[config.mk]
export PLATFORM = sky130hd
export DESIGN_NAME = window_control
export DESIGN_NICKNAME = d
export VERILOG_FILES = /design/src/rtl/window_control.sv
export SDC_FILE = /design/constraint.sdc
export NUM_CORES = 1
export LEC_CHECK = 0
export CORE_MARGIN = 2
export CORE_UTILIZATION = 42
export DETAILED_ROUTE_END_ITERATION = 16
export PLACE_DENSITY = 0.84
export SETUP_SLACK_MARGIN = 0.4
export SLEW_MARGIN = 5
export SYNTH_ARGS = -nofsm -noshare
export SYNTH_HDL_FRONTEND = slang
export SYNTH_SLANG_ARGS = --single-unit
[constraint.sdc]
create_clock -name Clk -period 7.52 [get_ports Clk]
set_input_delay 1.128 -clock Clk [delete_from_list [all_inputs] [get_ports Clk]]
set_output_delay 1.128 -clock Clk [all_outputs]
set_load 0.03 [all_outputs]
[src/rtl/window_control.sv]
// window_control: register-window pointer (CWP) and invalid mask (WIM) control.
// Parameters: NWIN windows (power of two), CWPW = log2(NWIN).
// Inputs : Clk, Rst_n (async, active-low), Save, Restore, TrapEntry, Rett,
//          WrCWP/CWPIn, WrWIM/WIMIn.
// Outputs: CWP, WIM, BlkLocal/BlkOut (one-hot block enables),
//          Overflow/Underflow (one-cycle trap pulses), WrPending.
// Macro WIN_DELAYED_WRITE_EN: CWP/WIM writes pass through a 3-stage pipeline.
module window_control #(
    parameter int NWIN = 8,
    parameter int CWPW = 3
) (
    input  logic            Clk,
    input  logic            Rst_n,
    input  logic            Save,
    input  logic            Restore,
    input  logic            TrapEntry,
    input  logic            Rett,
    input  logic            WrCWP,
    input  logic [CWPW-1:0] CWPIn,
    input  logic            WrWIM,
    input  logic [NWIN-1:0] WIMIn,
    output logic [CWPW-1:0] CWP,
    output logic [NWIN-1:0] WIM,
    output logic [NWIN-1:0] BlkLocal,
    output logic [NWIN-1:0] BlkOut,
    output logic            Overflow,
    output logic            Underflow,
    output logic            WrPending
);
    logic            wr_cwp_c, wr_wim_c, commit;
    logic [CWPW-1:0] cwp_c, cwp_m1, cwp_p1, cwp_n;
    logic [NWIN-1:0] wim_c;
    logic            ev_dec, ev_inc, ovf_n, unf_n;

`ifdef WIN_DELAYED_WRITE_EN
    logic [2:0]           pc_v, pw_v;
    logic [2:0][CWPW-1:0] pc_d;
    logic [2:0][NWIN-1:0] pw_d;

    // A fresh write to a register cancels any older one still in flight.
    always_ff @(posedge Clk or negedge Rst_n) begin
        if (!Rst_n) begin
            pc_v <= '0;
            pw_v <= '0;
            pc_d <= '0;
            pw_d <= '0;
        end else begin
            pc_v <= {pc_v[1:0] & {2{~WrCWP}}, WrCWP};
            pw_v <= {pw_v[1:0] & {2{~WrWIM}}, WrWIM};
            pc_d <= {pc_d[1:0], CWPIn};
            pw_d <= {pw_d[1:0], WIMIn};
        end
    end

    assign wr_cwp_c  = pc_v[2];
    assign cwp_c     = pc_d[2];
    assign wr_wim_c  = pw_v[2];
    assign wim_c     = pw_d[2];
    assign WrPending = |{pc_v, pw_v};
`else
    assign wr_cwp_c  = WrCWP;
    assign cwp_c     = CWPIn;
    assign wr_wim_c  = WrWIM;
    assign wim_c     = WIMIn;
    assign WrPending = 1'b0;
`endif

    // CWPW-bit arithmetic wraps modulo NWIN since NWIN is a power of two.
    assign cwp_m1 = CWP - 1'b1;
    assign cwp_p1 = CWP + 1'b1;
    assign commit = wr_cwp_c | wr_wim_c;

    // Rett outranks Save, Save outranks Restore; Save+Restore alone is a no-op.
    assign ev_dec = !commit && !TrapEntry && !Rett && Save && !Restore;
    assign ev_inc = !commit && !TrapEntry && (Rett || (Restore && !Save));
    assign ovf_n  = ev_dec && WIM[cwp_m1];
    assign unf_n  = ev_inc && WIM[cwp_p1];

    always_comb begin
        cwp_n = wr_cwp_c               ? cwp_c  :
                commit                 ? CWP    :
                TrapEntry              ? cwp_m1 :
                (ev_inc && !WIM[cwp_p1]) ? cwp_p1 :
                (ev_dec && !WIM[cwp_m1]) ? cwp_m1 : CWP;
    end

    always_ff @(posedge Clk or negedge Rst_n) begin
        if (!Rst_n) begin
            CWP       <= '0;
            WIM       <= '0;
            Overflow  <= 1'b0;
            Underflow <= 1'b0;
        end else begin
            CWP       <= cwp_n;
            WIM       <= wr_wim_c ? wim_c : WIM;
            Overflow  <= ovf_n;
            Underflow <= unf_n;
        end
    end

    assign BlkLocal = NWIN'(1) << CWP;
    assign BlkOut   = NWIN'(1) << cwp_m1;
endmodule

Yosys cells after proc, flatten, opt, wreduce, memory -nomap -nowiden

Index checks and enable logic that the tools add are counted.

Shift-type cells: 2
Bitwise logic cells: 1
Order comparisons: 2
Equality and inequality tests: 1
Add/sub/neg operators: 2
Muxes and demuxes: 9
Reduce and logical (&&, ||, !) cells: 20

Operator list:

| kind                | count |
|---|---|
| $shl 1x3->8 const A | 2 |
| $mux 3              | 5 |
| $logic_and 1x1->1   | 10 |
| $lt 3x4->1 const B  | 2 |
| $logic_not 1->1     | 7 |
| $bmux 1 s3          | 2 |
| $reduce_bool 4->1   | 1 |
| $add 3x1->3 const B | 1 |
| $sub 3x1->3 const B | 1 |
| $mux 1              | 2 |
| $ne 2x2->1 const B  | 1 |
| $reduce_and 2->1    | 1 |
| $logic_or 1x1->1    | 1 |
| $or 1x1->1          | 1 |

Word-level logic and storage cells: 41
Output and inout bits: 30
Register bits: 13

Longest topological paths before layout

Gate-level depths: netlist of the first run.

Depth in word-level cells: 12
Depth in mapped cells: 9
Gate-level depth less buffers: 8

Least setup slack after synthesis of the first run

No wires, ideal clock.

Kind: register -> output
Start point: register CWP[0]
End point: output port BlkOut[0]
Path buffers: 1
Data arrival time: 1.700 ns
Slack: 4.692 ns
Stages on the path, launching flop included: 6
Path through: dfrtp_1 -> buf_2 -> inv_1 -> ha_1 -> xnor2_2 -> and2_1

Longest elaborated chain between the ends: 2

RTL lines:

| item                   | line | source |
|---|---|---|
| start, declared        | 22   | `output logic [CWPW-1:0] CWP,` |
| start signal, assigned | 94   | `CWP <= cwp_n;` |
| $sub 3x1->3            | 69   | `assign cwp_m1 = CWP - 1'b1;` |
| $shl 1x3->8            | 102  | `assign BlkOut = NWIN'(1) << cwp_m1;` |
| end, declared          | 25   | `output logic [NWIN-1:0] BlkOut,` |

Every way passes these cells.

Final worst setup path of the first run

Same ends and word-level chain as after synthesis.

==> results of run 1 <==
power by group through the flow:
stage	Clock (mW)	Combinational, mW	Sequential [mW]
finish	0.0431	0.180	0.0897
global route	0.0465	0.192	0.0917
CTS	0.0442	0.181	0.0898
detailed placement	0	0.181	0.0911
global placement	0	0.177	0.0905
floorplan	0	0.104	0.101
state kept, by name, indices dropped and copies added, names as in the netlist:
signal,cells
CWP,3
Overflow,1
WIM,8
Underflow,1
worst reg2reg max path: cells and delay by family, from the launching register on:
family / cells / cell delay [ns]
xor+xnor: 1 / 0.27
fa+ha+maj: 1 / 0.28
buf+inv: 1 / 0.18
flops: 1 / 0.59
mux: 3 / 0.93
simple gates: 2 / 0.43
cell usage after synthesis, types with 2 or more instances:
cell / n
sky130_fd_sc_hd__ha_1: 9
sky130_fd_sc_hd__inv_1: 3
sky130_fd_sc_hd__xor2_1: 2
sky130_fd_sc_hd__and2_1: 12
sky130_fd_sc_hd__buf_4: 2
sky130_fd_sc_hd__mux2_2: 10
sky130_fd_sc_hd__o21ai_1: 2
sky130_fd_sc_hd__nand3b_1: 2
sky130_fd_sc_hd__nor2b_1: 6
sky130_fd_sc_hd__nor2_1: 3
sky130_fd_sc_hd__dfrtp_1: 13
sky130_fd_sc_hd__mux2i_1: 6
path summary, 6_finish.rpt:
kind	to	slack (ns)
max reg2reg	CWP[2]$_DFFE_PN0P_	4.72
max in group asynchronous	CWP[1]$_DFFE_PN0P_	5.92
min	WIM[4]$_DFFE_PN0P_	0.54
max	BlkOut[0]	3.95
min in group asynchronous	WIM[1]$_DFFE_PN0P_	1.22
min reg2reg	WIM[4]$_DFFE_PN0P_	0.54
layout make-up:
class / count / share of cell area (%)
clock buffer: 4 / 1.83
inverter: 3 / 0.784
tap: 28 / 2.44
multi-input combinational: 64 / 39.5
sequential: 13 / 22.6
timing repair buffer: 47 / 32.8
per-layer routing:
layer	part of all wire (%)	routed length, um	global-route usage, %
met2	53	1040	33.1
met4	0	0	4.05
met5	0	0	0
met3	7.1	140	2.05
met1	40	791	18.0
cell families after synthesis:
kind of cell | share of synthesized area [%]
flip-flops | 35.0
multiplexers | 22.2
buffers and inverters | 3.77
AO/OA/AOI/OAI | 2.56
XOR/XNOR | 4.58
adder cells (fa/ha/maj) | 12.1
AND/OR/NAND/NOR | 19.3
other | 0.404
metrics by stage:
stage | power [mW] | hold WS, ns | cell area, um2 | setup WS (ns) | utilization, %
2_1_floorplan | 0.206 | 0.737 | 928 | 4.69 | -
3_3_place_gp | 0.268 | 0.522 | 1410 | 4.29 | 65.6
3_5_place_dp | 0.272 | 0.525 | 1410 | 4.20 | 65.6
4_1_cts | 0.315 | 0.548 | 1440 | 3.93 | 66.9
5_1_grt | 0.331 | 0.564 | 1440 | 3.79 | 66.9
6_report | 0.312 | 0.544 | 1440 | 3.95 | 66.9
==> run summary, run 1 <==
## Synthesis
- share of the synthesized area in the top cell type: 35.0%
- synthesized flop and latch total: 13
- post-synthesis cell type with the largest combined area: sky130_fd_sc_hd__dfrtp_1
- Mapped Nets: 112
- total number of yosys warnings: 0
- Syn Inst Count: 84
- synth top area cells: sky130_fd_sc_hd__dfrtp_1, sky130_fd_sc_hd__ha_1, sky130_fd_sc_hd__mux2_2
- sequential fraction of the synthesis area: 35.0%
- mean instance size in the synthesized netlist: 11.1 um2
- post-synthesis instance area: 928 um2
- number of enable-type register cells in the synthesized netlist: 0
- most instantiated flip-flop cell in the synthesis netlist: sky130_fd_sc_hd__dfrtp_1
- asr flop ratio synth: 100%
- count of unique library cells instantiated by Yosys: 26

## Placed design
- number of placed instances, taps included: 155
- total half-perimeter wirelength after legalization and detailed placement: 1660 um
- global placer's final weighted congestion: 0.753
- number of port buffers: 47

## Timing
- number of failing hold endpoints at the final stage: 0
- Max Clk Rate: 0.280 GHz
- final-report max-slew violation count: 0
- sum of negative setup slack: 0 ns
- max-slew headroom at the worst pin: 61.5%
- Worst Max-Slew Pin Slew: 0.575 ns
- final count of negative-setup-slack endpoints: 0
- part of the cycle the worst path needs: 47.4%
- setup repair after global routing missed its margin: no
- final critical delay including setup and external delays: 3.57 ns
- Fin Clk Skew: 0.00274 ns

## Worst setup path
- CP Capture Type: primary output
- delay-heaviest family, CP: buffers and inverters
- Setup crit start kind: register
- Stages on worst setup path: 5
- Slowest Stage Delay on Critical Path: 0.66 ns
- sequence of cells on the critical path: inv_1, ha_1, xnor2_2, and2_1, clkdlybuf4s50_1
- launching instance or port of the critical path: CWP[0]$_DFFE_PN0P_
- number of cells traversed by the worst register-to-register path: 8
- maximum fanout along the worst path: 10
- arrival time at the worst endpoint: 2.44 ns
- type of the setup path with the least slack: reg -> out
- Reg-to-Reg Start: CWP[0]$_DFFE_PN0P_
- worst path required time: 6.39 ns
- Worst path slowest cell: sky130_fd_sc_hd__clkdlybuf4s50_1
- crit path buf inv count: 2

## Status
- outcome: completed

## Routing
- average wire length per cell after detail routing: 12.4 um
- DRC errors left: 0
- DRC violation total after the first TritonRoute iteration: 1
- total wirelength of the detailed-routed design: 1970 um
- number of iterations in the first detailed-routing pass: 4
- routed vias/inst: 4.81
- antenna viol nets, final: 0
- via count: 764

## Floorplan
- Core Region: 0.00215 mm2
- Initial Util: 43.2%
- I/O pin cnt: 49
- Die Span X: 51.0 um
- Rows: 17
- Die ar.: 0.00260 mm2
- vertical die dimension: 51.0 um

## Power and ir drop
- switching part of the total power: 41.3%
- sequential group share of total power: 28.7%
- portion of total power attributed to combinational logic: 57.5%
- Clk pwr share: 13.8%
- net switching power: 129 uW
- Power per Cell Area: 218 mW/mm2
- static leakage: 0.619 nW
- internal portion of total power: 183 uW
- maximum vdd drop: 0.137 mV

## Clock network
- number of sinks on the clock net: 13
- post-CTS setup buffer count: 0
- Inserted Clock Buffers: 3
- Max Buffers Root-to-Sink: 2
- number of H-tree branching levels: 1
- hold buffer count at cts: 0
- clock latency reported for the late side of the worst-skew pair: 0.27 ns
- buffer cell driving the clock tree root: sky130_fd_sc_hd__clkbuf_4
- CTS resizes: 0
- TritonCTS clock tree: yes
- clock transition at the register clock pins on the worst setup and hold paths after CTS: 0.08 ns

## Final layout
- Post-Layout Cell Count: 159
- most common cell after layout, fill and taps aside: sky130_fd_sc_hd__clkdlybuf4s50_1
- share of final-layout standard cells stronger than drive strength 1: 12.2%
- area taken by flip-flops and latches: 325 um2
- ant diodes: 0
- fill count: 172
- net count reported at finish: 160
- total area of multi-input combinational cells: 568 um2
- most frequent cells in the layout: sky130_fd_sc_hd__clkdlybuf4s50_1, sky130_fd_sc_hd__dfrtp_1, sky130_fd_sc_hd__and2_1
- Area growth, synth to finish: 54.7%

## Min path
- critical hold path startpoint: WIM[4]$_DFFE_PN0P_
- path class of the lowest-slack min-delay path: reg -> reg
- Hold Path Depth: 1

## GRT
- GRT Util Overall: 16.6%
- total congestion overflow: 0
- via count of the first global-routing pass: 798
- largest net degree at the start of global routing: 14
- number of antenna violations at the first check in global routing: 0
- global-route wire length before repair: 3290 um

## Run
- max-cap check violation count: 0

Note: power is estimated with default switching activity, not from simulation.
==> inputs of run 2 (changes only) <==
--- a/config.mk
+++ b/config.mk
@@ -6,9 +6,9 @@
 export NUM_CORES = 1
 export LEC_CHECK = 0
 export CORE_MARGIN = 2
-export CORE_UTILIZATION = 42
+export CORE_UTILIZATION = 39
 export DETAILED_ROUTE_END_ITERATION = 16
-export PLACE_DENSITY = 0.84
+export PLACE_DENSITY = 0.79
 export SETUP_SLACK_MARGIN = 0.4
 export SLEW_MARGIN = 5
 export SYNTH_ARGS = -nofsm -noshare
==> constraint.sdc (replaced) <==
create_clock -name Clk -period 3.4 [get_ports Clk]
set_input_delay 0.51 -clock Clk [delete_from_list [all_inputs] [get_ports Clk]]
set_output_delay 0.51 -clock Clk [all_outputs]
set_load 0.03 [all_outputs]
==> run summary, run 2 (same netlist as run 1, synthesis figures left out) <==
## Min path
- worst hold path endpoint: WIM[7]$_DFFE_PN0P_
- critical hold path startpoint: WIM[7]$_DFFE_PN0P_
- path class of the lowest-slack min-delay path: reg -> reg
- Hold Path Depth: 1, unchanged

## Timing
- final critical delay including setup and external delays: 2.82 ns
- final count of negative-setup-slack endpoints: 0, unchanged
- setup repair after global routing missed its margin: no
- final-report max-slew violation count: 0, unchanged
- part of the cycle the worst path needs: 83.0%
- number of failing hold endpoints at the final stage: 0, unchanged
- Hold Slack: 0.544 ns, +0.0000980 ns
- Fin Clk Skew: 0.00515 ns, +0.00241 ns
- max-slew headroom at the worst pin: 61.2%, -0.30 points
- Max Clk Rate: 0.355 GHz
- Worst Max-Slew Pin Slew: 0.580 ns, +0.00450 ns
- sum of negative setup slack: 0 ns, unchanged

## Final layout
- most common cell after layout, fill and taps aside: sky130_fd_sc_hd__clkdlybuf4s50_1
- ant diodes: 0, unchanged
- number of flip-flops in the largest register: 8, unchanged
- cell area after layout: 0.00145 mm2, +0.70%
- Post-Layout Cell Count: 160, +0.63%
- register ranked first by flip-flop count: WIM
- share of final-layout standard cells stronger than drive strength 1: 14.4%, +2.2 points
- most frequent cells in the layout: sky130_fd_sc_hd__clkdlybuf4s50_1, sky130_fd_sc_hd__dfrtp_1, sky130_fd_sc_hd__and2_1
- fill count: 197, +15%
- Area growth, synth to finish: 55.8%
- net count reported at finish: 161, +0.63%
- registers with the most flip-flops: WIM x8, CWP x3

## Clock network
- number of sinks on the clock net: 13, unchanged
- hold buffer count at cts: 0, unchanged
- Inserted Clock Buffers: 3, unchanged
- clock transition at the register clock pins on the worst setup and hold paths after CTS: 0.08 ns, about the same
- Max Buffers Root-to-Sink: 2, unchanged
- number of H-tree branching levels: 1, unchanged
- clock latency reported for the late side of the worst-skew pair: 0.28 ns, about the same
- TritonCTS clock tree: yes
- post-CTS setup buffer count: 0, unchanged
- buffer cell driving the clock tree root: sky130_fd_sc_hd__clkbuf_4
- CTS resizes: 0, unchanged

## Worst setup path
- maximum fanout along the worst path: 10, unchanged
- number of cells traversed by the worst register-to-register path: 8, unchanged
- endpoint of the lowest-slack register-to-register path: CWP[2]$_DFFE_PN0P_
- worst path required time: 2.89 ns, -3.50 ns
- Setup crit start kind: register
- Reg-to-Reg Start: CWP[0]$_DFFE_PN0P_
- type of the setup path with the least slack: reg -> out
- arrival time at the worst endpoint: 2.31 ns, -0.13 ns
- CP Capture Type: primary output
- setup slack, reg-to-reg: 0.73 ns, -3.99 ns

## GRT
- global-route wire length before repair: 3570 um, +8.4%
- total congestion overflow: 0, unchanged
- GRT Util Overall: 17.7%, +1.1 points
- number of antenna violations at the first check in global routing: 0, unchanged
- largest net degree at the start of global routing: 14, unchanged
- via count of the first global-routing pass: 801, +0.38%

## Floorplan
- vertical die dimension: 52.8 um, +3.5%
- Initial Util: 41.6%, -1.6 points
- Die Span X: 52.8 um, +3.5%
- Rows: 17, unchanged
- Die ar.: 0.00279 mm2, +7.1%
- Core Region: 0.00223 mm2, +4.0%
- I/O pin cnt: 49, unchanged

## Placed design
- Area after DPL: 0.00142 mm2, +0.53%
- number of port buffers: 47, unchanged
- global placer's final weighted congestion: 0.796, +5.6%
- total half-perimeter wirelength after legalization and detailed placement: 1790 um, +7.5%
- number of placed instances, taps included: 156, +0.65%

## Routing
- routed vias/inst: 4.87, +1.3%
- average wire length per cell after detail routing: 13.2 um, +6.2%
- DRC errors left: 0, unchanged
- total wirelength of the detailed-routed design: 2100 um, +6.9%
- number of iterations in the first detailed-routing pass: 4, unchanged
- DRC violation total after the first TritonRoute iteration: 8, +7
- antenna viol nets, final: 0, unchanged
- via count: 779, +2.0%

## Status
- outcome: completed

## Run
- max-cap check violation count: 0, unchanged

## Power and ir drop
- maximum vdd drop: 0.346 mV, +150%
- Power per Cell Area: 480 mW/mm2, +120%
- static leakage: 0.625 nW, +1.0%

==> run 2: cell count changes in the layout (fill, tap and decap cells not counted) <==
| cell | previous run | this run |
|---|---|---|
| sky130_fd_sc_hd__buf_4 | 0 | 1 |
| sky130_fd_sc_hd__clkbuf_1 | 1 | 0 |
| sky130_fd_sc_hd__clkinv_2 | 0 | 1 |
| sky130_fd_sc_hd__dfrtp_1 | 13 | 12 |
| sky130_fd_sc_hd__dfrtp_2 | 0 | 1 |
==> run 2: worst max path at each step <==
stage               cells past startpoint          startpoint  slack [ns]                  to
floorplan                               9  CWP[0]$_DFFE_PN0P_        0.63  CWP[1]$_DFFE_PN0P_
global placement                        8  CWP[0]$_DFFE_PN0P_        0.70  CWP[2]$_DFFE_PN0P_
detailed placement                      8  CWP[0]$_DFFE_PN0P_        0.59  CWP[2]$_DFFE_PN0P_
CTS                                     5  CWP[0]$_DFFE_PN0P_        0.43           BlkOut[2]
global route                            5  CWP[0]$_DFFE_PN0P_        0.45           BlkOut[2]
finish                                  5  CWP[0]$_DFFE_PN0P_        0.58           BlkOut[2]
==> run 2: per-layer routing <==
metal | vias to the layer above | global-route usage [%] | share of wire (%)
met5 | - | 0 | 0
met4 | 0 | 6.41 | 1.1
met3 | 3 | 3.43 | 7.1
met2 | 35 | 33.5 | 55
met1 | 363 | 19.1 | 36
li1 | 378 | - | -
==> run 2: power breakdown <==
| part | total [mW] | switching, mW | internal (mW) | leakage (nW) |
|---|---|---|---|---|
| registers | 0.199 | 0.0265 | 0.172 | 0.156 |
| logic | 0.399 | 0.210 | 0.189 | 0.452 |
| clock network | 0.0970 | 0.0532 | 0.0437 | 0.0177 |
==> run 2: final cells by class <==
| class | count | area (um2) | share of cell area, % |
|---|---|---|---|
| Clock buffer | 3 | 22.5 | 1.56 |
| Tap cell | 28 | 35.0 | 2.42 |
| Multi-Input combinational cell | 64 | 568 | 39.3 |
| Inverter | 3 | 11.3 | 0.779 |
| Timing Repair Buffer | 48 | 478 | 33.0 |
| Sequential cell | 13 | 327 | 22.6 |
| Clock inverter | 1 | 5.00 | 0.346 |
==> run 2: worst max-delay path, cell delays in order, from the launching register on <==
cell and delay (ns):
sky130_fd_sc_hd__dfrtp_2 0.49, sky130_fd_sc_hd__inv_1 0.14, sky130_fd_sc_hd__ha_1 0.27, sky130_fd_sc_hd__xnor2_2 0.29, sky130_fd_sc_hd__and2_1 0.18, sky130_fd_sc_hd__clkdlybuf4s50_1 0.66
==> run 2: stage by stage <==
| step | power [mW] | setup slack [ns] | utilization [%] |
|---|---|---|---|
| after CTS | 0.701 | 0.430 | 64.7 |
| after floorplan | 0.455 | 0.631 | - |
| after detailed placement | 0.605 | 0.590 | 63.5 |
| after global placement | 0.593 | 0.700 | 63.5 |
| after global routing | 0.743 | 0.445 | 64.8 |
| final | 0.695 | 0.579 | 64.8 |
==> inputs of run 3 (changes only) <==
--- a/config.mk
+++ b/config.mk
@@ -6,9 +6,9 @@
 export NUM_CORES = 1
 export LEC_CHECK = 0
 export CORE_MARGIN = 2
-export CORE_UTILIZATION = 39
+export CORE_UTILIZATION = 35
 export DETAILED_ROUTE_END_ITERATION = 16
-export PLACE_DENSITY = 0.79
+export PLACE_DENSITY = 0.75
 export SETUP_SLACK_MARGIN = 0.4
 export SLEW_MARGIN = 5
 export SYNTH_ARGS = -nofsm -noshare
==> constraint.sdc (replaced) <==
create_clock -name Clk -period 2.4 [get_ports Clk]
set_input_delay 0.36 -clock Clk [delete_from_list [all_inputs] [get_ports Clk]]
set_output_delay 0.36 -clock Clk [all_outputs]
set_load 0.03 [all_outputs]
==> run summary, run 3 (same netlist as run 1, synthesis figures left out) <==
## Status
- outcome: completed

## Placed design
- DP Worst Slack: -0.0327 ns, -0.623 ns
- global placer's final weighted congestion: 0.786, -1.2%
- total half-perimeter wirelength after legalization and detailed placement: 1910 um, +6.9%
- number of port buffers: 47, unchanged

## Floorplan
- Die Span X: 55.5 um, +5.1%
- Core Region: 0.00250 mm2, +12%
- Die ar.: 0.00308 mm2, +11%
- Initial Util: 37.1%, -4.4 points
- I/O pin cnt: 49, unchanged
- Rows: 18, +1
- vertical die dimension: 55.5 um, +5.1%

## Final layout
- Area growth, synth to finish: 73.3%
- share of final-layout standard cells stronger than drive strength 1: 38.7%, +24 points
- net count reported at finish: 171, +6.2%
- ant diodes: 0, unchanged
- register ranked first by flip-flop count: WIM
- total area of multi-input combinational cells: 666 um2, +17%
- fill count: 224, +14%
- area taken by flip-flops and latches: 329 um2, +0.77%
- registers with the most flip-flops: WIM x8, CWP x3
- most common cell after layout, fill and taps aside: sky130_fd_sc_hd__clkdlybuf4s50_1
- number of flip-flops in the largest register: 8, unchanged
- most frequent cells in the layout: sky130_fd_sc_hd__clkdlybuf4s50_1, sky130_fd_sc_hd__buf_4, sky130_fd_sc_hd__dfrtp_1, sky130_fd_sc_hd__mux2_2, sky130_fd_sc_hd__and2_1

## Worst setup path
- Slowest Stage Delay on Critical Path: 0.46 ns, -0.20 ns
- sequence of cells on the critical path: ha_2, ha_4, and2_1, a22oi_2, a31oi_4, nor3_4, mux2i_1, mux2_2
- arrival time at the worst endpoint: 2.34 ns, +0.03 ns
- type of the setup path with the least slack: reg -> reg
- CP Capture Type: register
- crit path buf inv count: 0, -2
- maximum fanout along the worst path: 5, -5
- Setup crit start kind: register
- delay-heaviest family, CP: flip-flops
- worst path required time: 2.56 ns, -0.33 ns
- Worst path slowest cell: sky130_fd_sc_hd__dfrtp_2

## Clock network
- TritonCTS clock tree: yes
- clock latency reported for the late side of the worst-skew pair: 0.28 ns, about the same
- number of sinks on the clock net: 13, unchanged
- clock transition at the register clock pins on the worst setup and hold paths after CTS: 0.09 ns, about the same
- buffer cell driving the clock tree root: sky130_fd_sc_hd__clkbuf_4
- number of H-tree branching levels: 1, unchanged
- hold buffer count at cts: 0, unchanged
- Max Buffers Root-to-Sink: 2, unchanged
- Inserted Clock Buffers: 3, unchanged

## GRT
- number of antenna violations at the first check in global routing: 0, unchanged
- global-route wire length before repair: 3830 um, +7.3%
- GRT Util Overall: 15.7%, -2.0 points
- largest net degree at the start of global routing: 14, unchanged
- total congestion overflow: 0, unchanged
- via count of the first global-routing pass: 855, +6.7%

## Routing
- DRC violation total after the first TritonRoute iteration: 4, -4
- average wire length per cell after detail routing: 13.9 um, +5.8%
- total wirelength of the detailed-routed design: 2390 um, +14%
- DRC errors left: 0, unchanged
- number of iterations in the first detailed-routing pass: 4, unchanged
- antenna viol nets, final: 0, unchanged
- via count: 830, +6.5%
- routed vias/inst: 4.83, -0.89%

## Power and ir drop
- maximum vdd drop: 0.448 mV, +29%
- static leakage: 0.725 nW, +16%
- Power per Cell Area: 695 mW/mm2, +45%

## Run
- max-cap check violation count: 0, unchanged

## Timing
- final-report max-slew violation count: 0, unchanged
- Worst Max-Slew Pin Slew: 0.608 ns, +0.0286 ns
- worst setup margin: 0.218 ns, -0.361 ns
- Fin Clk Skew: 0.00657 ns, +0.00142 ns
- max-slew headroom at the worst pin: 59.3%, -1.9 points
- Max Clk Rate: 0.458 GHz
- number of failing hold endpoints at the final stage: 0, unchanged
- Hold Slack: 0.455 ns, -0.0894 ns
- final critical delay including setup and external delays: 2.18 ns
- setup repair after global routing missed its margin: yes
- part of the cycle the worst path needs: 90.9%
- final count of negative-setup-slack endpoints: 0, unchanged

## Min path
- path class of the lowest-slack min-delay path: in -> async

[run 3: cell types whose count changed in the layout (fill, tap and decap cells not counted), moves of 2 or more]
cell	delta
sky130_fd_sc_hd__buf_4	+13
sky130_fd_sc_hd__and2_1	-4
sky130_fd_sc_hd__dfrtp_1	-2
sky130_fd_sc_hd__ha_1	-4
sky130_fd_sc_hd__inv_1	-2
sky130_fd_sc_hd__ha_4	+2
sky130_fd_sc_hd__ha_2	+2
sky130_fd_sc_hd__dfrtp_2	+2
sky130_fd_sc_hd__buf_6	+4
sky130_fd_sc_hd__clkbuf_2	+2
sky130_fd_sc_hd__clkdlybuf4s50_1	-16
sky130_fd_sc_hd__dlygate4sd2_1	+6
sky130_fd_sc_hd__and2_4	+4
[run 3: final timing paths]
kind	start	end	slack (ns)	cells past startpoint
setup / recovery	CWP[0]$_DFFE_PN0P_	CWP[1]$_DFFE_PN0P_	0.22	8
hold / removal	Rst_n	WIM[0]$_DFFE_PN0P_	0.45	1
setup reg to reg	CWP[0]$_DFFE_PN0P_	CWP[1]$_DFFE_PN0P_	0.22	8
hold reg to reg	WIM[5]$_DFFE_PN0P_	WIM[5]$_DFFE_PN0P_	0.55	1
max in group asynchronous	Rst_n	CWP[2]$_DFFE_PN0P_	1.51	1
min in group Clk	WIM[5]$_DFFE_PN0P_	WIM[5]$_DFFE_PN0P_	0.55	1
[run 3: what timing repair did]
action | CTS | global route
buffers inserted | 4 | 0
gates resized for setup | 41 | 43
pin swaps | 5 | 4
setup endpoints to repair | 19 | 13
[run 3: power breakdown]
| group | internal (mW) | leakage, nW | switching [mW] | total (mW) |
|---|---|---|---|---|
| Clock | 0.0617 | 0.0177 | 0.0783 | 0.140 |
| Combinational | 0.342 | 0.554 | 0.357 | 0.698 |
| Sequential | 0.245 | 0.154 | 0.0343 | 0.280 |
| Total | 0.649 | 0.725 | 0.469 | 1.12 |
[run 3: worst register-to-register path, delay by kind of cell (launching register included)]
kind	cells	cell delay, ns
flip-flops	1	0.46
AO/OA/AOI/OAI	2	0.40
AND/OR/NAND/NOR	2	0.39
adder cells (fa/ha/maj)	2	0.46
multiplexers	2	0.36
[run 3: stage by stage]
stage	cells	power (mW)	cell area, um2	util [%]	setup TNS (ns)
after floorplan	84	0.678	975	-	0
after global placement	164	0.902	1510	60.2	0
after detailed placement	164	0.920	1510	60.2	-0.0512
after CTS	172	1.08	1570	63.0	0
after global routing	172	1.19	1610	64.4	0
final	172	1.12	1610	64.4	0
[run 3: per-layer routing]
metal  part of all wire, %  track usage, %
met4                  0.88            4.18
met2                    56            31.3
met5                     0               0
met3                   6.2            2.11
met1                    37            16.9
[run 3: cell type report]
type	count	area share, %
Clock buffer	3	1.40
Clock inverter	1	0.311
Inverter	3	1.17
Multi-Input combinational cell	64	41.4
Sequential cell	13	20.5
Tap cell	30	2.33
Timing Repair Buffer	58	33.0
